**src/rtl/mem_access_pkg.sv**
```systemverilog
// rtl/mem_access_pkg.sv - shared op encodings, widths and helpers for the memory-access stage
package mem_access_pkg;

    localparam int BUS_W     = 32;
    localparam int BE_W      = BUS_W / 8;
    localparam int TMO_CNT_W = 8;

    typedef enum logic [3:0] {
        MEM_NOP = 4'd0,
        MEM_LB  = 4'd1,
        MEM_LH  = 4'd2,
        MEM_LW  = 4'd3,
        MEM_LBU = 4'd4,
        MEM_LHU = 4'd5,
        MEM_SB  = 4'd6,
        MEM_SH  = 4'd7,
        MEM_SW  = 4'd8
    } mem_op_e;

    typedef enum logic {
        ST_IDLE = 1'b0,
        ST_BUS  = 1'b1
    } state_e;

    function automatic logic is_store(input mem_op_e op);
        return op inside {MEM_SB, MEM_SH, MEM_SW};
    endfunction

    function automatic logic is_misaligned(input mem_op_e op, input logic [1:0] lo);
        return ((op inside {MEM_LH, MEM_LHU, MEM_SH}) && lo[0]) ||
               ((op inside {MEM_LW, MEM_SW}) && (lo != 2'b00));
    endfunction

endpackage

```
**src/rtl/mem_lane.sv**
```systemverilog
// rtl/mem_lane.sv - store lane placement / byte enables and load extraction / extension
module mem_lane
    import mem_access_pkg::*;
(
    input  mem_op_e           st_op_i,
    input  logic [1:0]        st_lo_i,
    input  logic [BUS_W-1:0]  st_data_i,
    output logic [BE_W-1:0]   be_o,
    output logic [BUS_W-1:0]  wdata_o,
    input  mem_op_e           ld_op_i,
    input  logic [1:0]        ld_lo_i,
    input  logic [BUS_W-1:0]  rdata_i,
    output logic [BUS_W-1:0]  ld_data_o
);

    logic [7:0]  ld_byte;
    logic [15:0] ld_half;

    always_comb begin
        be_o    = '0;
        wdata_o = '0;
        case (st_op_i)
            MEM_LB, MEM_LBU: be_o = 4'b0001 << st_lo_i;
            MEM_SB: begin
                be_o    = 4'b0001 << st_lo_i;
                wdata_o = {4{st_data_i[7:0]}};
            end
            MEM_LH, MEM_LHU: be_o = st_lo_i[1] ? 4'b1100 : 4'b0011;
            MEM_SH: begin
                be_o    = st_lo_i[1] ? 4'b1100 : 4'b0011;
                wdata_o = {2{st_data_i[15:0]}};
            end
            MEM_LW: be_o = 4'b1111;
            MEM_SW: begin
                be_o    = 4'b1111;
                wdata_o = st_data_i;
            end
            default: ;
        endcase
    end

    always_comb begin
        case (ld_lo_i)
            2'd0:    ld_byte = rdata_i[7:0];
            2'd1:    ld_byte = rdata_i[15:8];
            2'd2:    ld_byte = rdata_i[23:16];
            default: ld_byte = rdata_i[31:24];
        endcase
        ld_half = ld_lo_i[1] ? rdata_i[31:16] : rdata_i[15:0];

        case (ld_op_i)
            MEM_LB:  ld_data_o = {{24{ld_byte[7]}}, ld_byte};
            MEM_LBU: ld_data_o = {24'd0, ld_byte};
            MEM_LH:  ld_data_o = {{16{ld_half[15]}}, ld_half};
            MEM_LHU: ld_data_o = {16'd0, ld_half};
            MEM_LW:  ld_data_o = rdata_i;
            default: ld_data_o = '0;
        endcase
    end

endmodule

```
**src/rtl/mem_access.sv**
```systemverilog
// rtl/mem_access.sv - memory-access pipeline stage: bus FSM, timeout counter, registered writeback
module mem_access
    import mem_access_pkg::*;
#(
    parameter int DATA_WIDTH     = 32,
    parameter int ADDR_WIDTH     = 32,
    parameter int TIMEOUT_CYCLES = 255
) (
    input  logic                  clk_i,
    input  logic                  rst_i,
    input  logic [4:0]            reg_waddr_i,
    input  logic                  reg_we_i,
    input  logic [DATA_WIDTH-1:0] reg_wdata_i,
    input  logic [ADDR_WIDTH-1:0] mem_addr_i,
    input  logic [DATA_WIDTH-1:0] mem_data_i,
    input  logic                  mem_we_i,
    input  logic [3:0]            mem_op_i,
    output logic                  bus_req_o,
    output logic                  bus_we_o,
    output logic [ADDR_WIDTH-1:0] bus_addr_o,
    output logic [DATA_WIDTH-1:0] bus_wdata_o,
    output logic [3:0]            bus_be_o,
    input  logic                  bus_ack_i,
    input  logic [DATA_WIDTH-1:0] bus_rdata_i,
    output logic [4:0]            reg_waddr_o,
    output logic                  reg_we_o,
    output logic [DATA_WIDTH-1:0] reg_wdata_o,
    output logic                  stallreq_o,
    output logic                  misalign_o,
    output logic                  timeout_o
);

    // The op code alone decides direction; the execute-side store flag is redundant here.
    logic unused_mem_we;
    assign unused_mem_we = mem_we_i;

    state_e                 state_q, state_d;
    logic [TMO_CNT_W-1:0]   cnt_q, cnt_d;
    mem_op_e                op_q, op_d;
    logic [1:0]             lo_q, lo_d;
    logic [4:0]             dest_q, dest_d;
    logic                   bus_req_q, bus_req_d, bus_we_q, bus_we_d;
    logic [ADDR_WIDTH-1:0]  bus_addr_q, bus_addr_d;
    logic [DATA_WIDTH-1:0]  bus_wdata_q, bus_wdata_d;
    logic [3:0]             bus_be_q, bus_be_d;
    logic [4:0]             reg_waddr_q, reg_waddr_d;
    logic                   reg_we_q, reg_we_d;
    logic [DATA_WIDTH-1:0]  reg_wdata_q, reg_wdata_d;
    logic                   misalign_q, misalign_d, timeout_q, timeout_d;
    logic                   stall;

    mem_op_e               op_in;
    logic                  op_valid, cnt_at_max;
    logic [3:0]            st_be;
    logic [DATA_WIDTH-1:0] st_wdata, ld_data;

    assign op_in      = mem_op_e'(mem_op_i);
    assign op_valid   = mem_op_i inside {[4'd1:4'd8]};
    assign cnt_at_max = (cnt_q == TMO_CNT_W'(TIMEOUT_CYCLES));

    mem_lane u_lane (
        .st_op_i   (op_in),
        .st_lo_i   (mem_addr_i[1:0]),
        .st_data_i (mem_data_i),
        .be_o      (st_be),
        .wdata_o   (st_wdata),
        .ld_op_i   (op_q),
        .ld_lo_i   (lo_q),
        .rdata_i   (bus_rdata_i),
        .ld_data_o (ld_data)
    );

    always_comb begin
        state_d     = state_q;
        cnt_d       = cnt_q;
        op_d        = op_q;
        lo_d        = lo_q;
        dest_d      = dest_q;
        bus_req_d   = bus_req_q;
        bus_we_d    = bus_we_q;
        bus_addr_d  = bus_addr_q;
        bus_wdata_d = bus_wdata_q;
        bus_be_d    = bus_be_q;
        reg_waddr_d = reg_waddr_q;
        reg_we_d    = 1'b0;
        reg_wdata_d = reg_wdata_q;
        misalign_d  = 1'b0;
        timeout_d   = 1'b0;
        stall       = 1'b0;

        case (state_q)
            ST_IDLE: begin
                if (!op_valid) begin
                    reg_waddr_d = reg_waddr_i;
                    reg_we_d    = reg_we_i;
                    reg_wdata_d = reg_wdata_i;
                end else if (is_misaligned(op_in, mem_addr_i[1:0])) begin
                    misalign_d = 1'b1;
                end else begin
                    stall       = 1'b1;
                    op_d        = op_in;
                    lo_d        = mem_addr_i[1:0];
                    dest_d      = reg_waddr_i;
                    bus_req_d   = 1'b1;
                    bus_we_d    = is_store(op_in);
                    bus_addr_d  = {mem_addr_i[ADDR_WIDTH-1:2], 2'b00};
                    bus_be_d    = st_be;
                    bus_wdata_d = st_wdata;
                    cnt_d       = '0;
                    state_d     = ST_BUS;
                end
            end
            ST_BUS: begin
                stall = !bus_ack_i && !cnt_at_max;
                cnt_d = cnt_q + 1'b1;
                // Ack takes priority over a simultaneous timeout.
                if (bus_ack_i || cnt_at_max) begin
                    state_d     = ST_IDLE;
                    bus_req_d   = 1'b0;
                    bus_we_d    = 1'b0;
                    bus_addr_d  = '0;
                    bus_wdata_d = '0;
                    bus_be_d    = '0;
                    if (bus_ack_i) begin
                        if (!is_store(op_q)) begin
                            reg_we_d    = 1'b1;
                            reg_waddr_d = dest_q;
                            reg_wdata_d = ld_data;
                        end
                    end else begin
                        timeout_d = 1'b1;
                    end
                end
            end
            default: state_d = ST_IDLE;
        endcase
    end

    always_ff @(posedge clk_i) begin
        if (rst_i) begin
            state_q     <= ST_IDLE;
            cnt_q       <= '0;
            op_q        <= MEM_NOP;
            lo_q        <= '0;
            dest_q      <= '0;
            bus_req_q   <= 1'b0;
            bus_we_q    <= 1'b0;
            bus_addr_q  <= '0;
            bus_wdata_q <= '0;
            bus_be_q    <= '0;
            reg_waddr_q <= '0;
            reg_we_q    <= 1'b0;
            reg_wdata_q <= '0;
            misalign_q  <= 1'b0;
            timeout_q   <= 1'b0;
        end else begin
            state_q     <= state_d;
            cnt_q       <= cnt_d;
            op_q        <= op_d;
            lo_q        <= lo_d;
            dest_q      <= dest_d;
            bus_req_q   <= bus_req_d;
            bus_we_q    <= bus_we_d;
            bus_addr_q  <= bus_addr_d;
            bus_wdata_q <= bus_wdata_d;
            bus_be_q    <= bus_be_d;
            reg_waddr_q <= reg_waddr_d;
            reg_we_q    <= reg_we_d;
            reg_wdata_q <= reg_wdata_d;
            misalign_q  <= misalign_d;
            timeout_q   <= timeout_d;
        end
    end

    assign bus_req_o   = bus_req_q;
    assign bus_we_o    = bus_we_q;
    assign bus_addr_o  = bus_addr_q;
    assign bus_wdata_o = bus_wdata_q;
    assign bus_be_o    = bus_be_q;
    assign reg_waddr_o = reg_waddr_q;
    assign reg_we_o    = reg_we_q;
    assign reg_wdata_o = reg_wdata_q;
    assign misalign_o  = misalign_q;
    assign timeout_o   = timeout_q;
    assign stallreq_o  = stall;

endmodule

```
**config.mk**
```make
export PLATFORM = sky130hd
export DESIGN_NAME = mem_access
export DESIGN_NICKNAME = d
export VERILOG_FILES = /design/src/rtl/mem_access_pkg.sv /design/src/rtl/mem_lane.sv /design/src/rtl/mem_access.sv
export SDC_FILE = /design/constraint.sdc
export NUM_CORES = 1
export LEC_CHECK = 0
export BUFFER_PORTS_ARGS = -buffer_cell sky130_fd_sc_hd__buf_4
export CAP_MARGIN = 20
export CORE_ASPECT_RATIO = 1.4
export CORE_MARGIN = 3
export CORE_UTILIZATION = 45
export CTS_CLUSTER_DIAMETER = 200
export DETAILED_ROUTE_END_ITERATION = 12
export HOLD_SLACK_MARGIN = 0.03
export PLACE_DENSITY_LB_ADDON = 0.05
export RECOVER_POWER = 50
export SLEW_MARGIN = 20
export SYNTH_ARGS = -nofsm -noshare
export SYNTH_HDL_FRONTEND = slang
export SYNTH_SLANG_ARGS = --single-unit
export TNS_END_PERCENT = 1
```
**constraint.sdc**
```tcl
create_clock -name clk_i -period 6.44 [get_ports clk_i]
set_clock_uncertainty 0.2 [all_clocks]
set_input_delay 1.288 -clock clk_i [delete_from_list [all_inputs] [get_ports clk_i]]
set_output_delay 1.288 -clock clk_i [all_outputs]
set_load 0.05 [all_outputs]
```
==> flow_metrics.tcl <==
set metrics [dict create \
    instances_no_fill 1053 \
    violations "max-capacitance violations, max-slew violations" \
    tritoncts "yes" \
    ys_ff_latch 128 \
    synth_xor_area_share_pct 0.145 \
    routed_via_density 5.59 \
    switching_share_pct 31.2 \
    crit_required_ps 4950 \
    fin_nets 1005 \
    ir_drop_mv 0.234 \
    grt_util_all_layers_pct 24.6 \
    synth.avg_cell_area_um2 9.27 \
    relSlewSlack_pct -132 \
    yosys.area_share.simple_pct 15.1 \
    p_comb_share_pct 21.0 \
    p_sw_mw 0.779 \
    yosys_warnings 0 \
    ant_nets 0 \
    cap_violations 1 \
    slew_viol_final 80 \
    die_y_um 143 \
    yosys_most_used_dff "dfxtp_1" \
    synth_compound_area_share_pct 29.1 \
    critPathMaxFanout 46 \
    cts_hold_buf 0 \
    leakage_nw 3.14 \
    clk_latency_ps 410 \
    drc 0 \
    rsz0062_at_grt "no" \
    post-dp-hpwl_mm 13.5 \
    route.vias.total 5884 \
    syn_to_final_growth_pct 35.0 \
    grt_max_degree 80 \
    crit_type "flip-flop to output port" \
    post_cts_buffers 0 \
    critPathMaxStageDelay_ps 950 \
    ios 253 \
    drt_wl_total_mm 18.9 \
    dieArea_um2 14800 \
    holdPathStages 2 \
    yosys-top-cells-area "dfxtp_1, a22o_1, a21oi_1" \
    seq_power_share_pct 35.7 \
    muxShareOfSynthArea_pct 6.34 \
    rr_worst_depth 5 \
    drt-initial-drc-count 281 \
    seq_area_frac_synth_pct 42.5 \
    syn_area_um2 6020 \
    final.setup.tns_ps 0 \
    finalHoldViolCount 0 \
    cts_htree_levels 4 \
    slowest_stage "dfxtp_2" \
    tightest_slew_ps 3480 \
    antenna_found_initial 0 \
    cp.arrival_ps 3390 \
    status "finished with violations" \
    place_congestion 0.875 \
    cts-resized-gates 0 \
    worstPathBufferInverterCount 2 \
    fp.dieW_um 104 \
    core-area_um2 13000 \
    cp-end-kind "output port" \
    crit_chain "inv_1 -> o211a_1 -> nand2_2 -> nand2_1 -> buf_4" \
    synth_top_family_by_area "compound AO/OA/AOI/OAI gates" \
    p_clk_share_pct 43.4 \
    cts-root-buf "clkbuf_16" \
    fin_crit_sh_pct 75.7 \
    dr.pass1.iters 5 \
    timing.final.crit_period_ps 4870 \
    clock-sinks 128 \
    r2r_end "bus_wdata_o[2]$_SDFFE_PP0P_" \
    cp-start-kind "flip-flop" \
    synth_top_area_share_pct 42.5 \
    synth-adder-area-share_pct 0.208 \
    dp_cells 1018 \
    ys_async_sr_fraction_pct 0 \
    grt_pass1_wl_mm 29.6 \
    io_buffers 249 \
    synthCells 650 \
    r2r_slack_ps 2820 \
    hold_end "dest_q[0]$_SDFFE_PP0P_" \
    timing.fmax_mhz 205 \
    setup_violations 0 \
    cpLargestDelayFamily "flip-flops" \
    synth_enable_flop_cells 0 \
    mostFrequentLayoutCells "buf_4, dfxtp_1, clkbuf_1, a21oi_1, nor2_1" \
    grt_overflow 0 \
    r2r-start "state_q$_SDFF_PP0_" \
    initial_utilization_pct 46.3 \
    num_rows 49 \
    power_density_nw_per_um2 308 \
    worstHoldStart "dest_q[0]$_SDFFE_PP0P_" \
    hold_path.class "flip-flop to flip-flop" \
    cts_buffer_depth 2 \
    synth_cell_type_count 60 \
    antenna_cells 0 \
    mostFrequentLayoutCell "buf_4" \
    intPower_mw 1.72 \
    grt_pass1_vias 5822 \
    wire_per_inst_um 17.9 \
    numCtsBuffers 17 \
    drive_gt1_share_pct 24.2 \
    clkTransAtPathRegs_ps 60 \
    synth_top_area_cell "dfxtp_1" \
]
==> state kept, by name (all words and copies together) (netlist names), 2 cells and up <==
name,count
bus_addr_o,30
bus_be_o,4
bus_wdata_o,32
cnt_q,8
dest_q,5
lo_q,2
op_q,4
reg_waddr_o,5
reg_wdata_o,32
==> cell type report <==
| class | count | area [um^2] |
|---|---|---|
| clock buffer | 18 | 439 |
| clock inverter | 14 | 228 |
| fill | 1228 | 4870 |
| inverter | 8 | 30.0 |
| multi-input combinational | 452 | 3100 |
| sequential | 128 | 2560 |
| tap | 178 | 223 |
| timing repair buffer | 255 | 1550 |
==> through the flow <==
step	utilization [%]	hold WS, ps	setup slack, ps	power [mW]	area [um^2]
after global placement	60.0	239	1760	1.45	7800
after CTS	65.2	257	1550	2.55	8470
final	62.6	258	1570	2.50	8130
after global routing	62.6	271	1300	2.59	8130
after floorplan	-	236	1980	1.28	6030
after detailed placement	60.0	249	1670	1.46	7800
==> worst min-delay path, cell delays in order (launching register included) <==
cell and delay, ps:
dfxtp_1 310, nand2_1 50, a21oi_1 50
==> per-layer routing <==
layer / part of all wire [%] / wire length (um) / GRT usage (%)
met1: 39 / 7300 / 27.8
met2: 51 / 9620 / 43.8
met3: 7.6 / 1430 / 7.15
met4: 2.7 / 508 / 10.0
met5: 0 / 0 / 0
==> Yosys cell counts (2+ instances only) <==
cell type / instances
a211oi_1: 24
a211oi_2: 5
a21o_1: 4
a21oi_1: 62
a21oi_4: 2
a221oi_1: 4
a22o_1: 38
a22oi_1: 8
a311oi_1: 4
a31oi_1: 21
and2_1: 3
and3_1: 2
and3b_1: 2
buf_1: 2
buf_2: 17
buf_4: 4
buf_6: 12
clkbuf_1: 28
dfxtp_1: 128
inv_1: 8
mux2_2: 9
mux2i_1: 28
nand2_1: 40
nand2b_1: 3
nand3_1: 6
nand3b_1: 18
nand4_1: 2
nor2_1: 61
nor2b_1: 5
nor3_1: 5
nor3b_1: 11
nor4b_1: 3
o211ai_1: 8
o21ai_0: 6
o22ai_1: 9
o2bb2ai_1: 24
o31ai_1: 4
o41ai_1: 5
o41ai_2: 3
or2_2: 2
==> power by group through the flow <==
stage	clock network, mW	registers (mW)	logic [mW]
CTS	1.10	0.892	0.556
global route	1.13	0.899	0.561
finish	1.08	0.892	0.524
global placement	0	0.906	0.546
floorplan	0	1.05	0.229
detailed placement	0	0.909	0.554
==> logic make-up after synthesis <==
logic type,after synthesis
and+or+nand+nor,174
muxes,37
xor gates and xnor gates,1
other,1
DFF,128
buffers and inverters,71
adders and majority gates,1
AOI/OAI and AO/OA,237
==> worst max path at each step <==
stage / from / endpoint / slack, ps / cells after the start
floorplan: mem_addr_i[0] / stallreq_o / 1980 / 6
CTS: state_q$_SDFF_PP0_ / stallreq_o / 1550 / 5
global route: rst_i / bus_addr_o[7]$_SDFFE_PP0P_ / 1300 / 5
detailed placement: mem_op_i[0] / stallreq_o / 1670 / 7
global placement: mem_op_i[0] / stallreq_o / 1760 / 7
finish: state_q$_SDFF_PP0_ / stallreq_o / 1570 / 5
(Power assumes the default switching activity.)
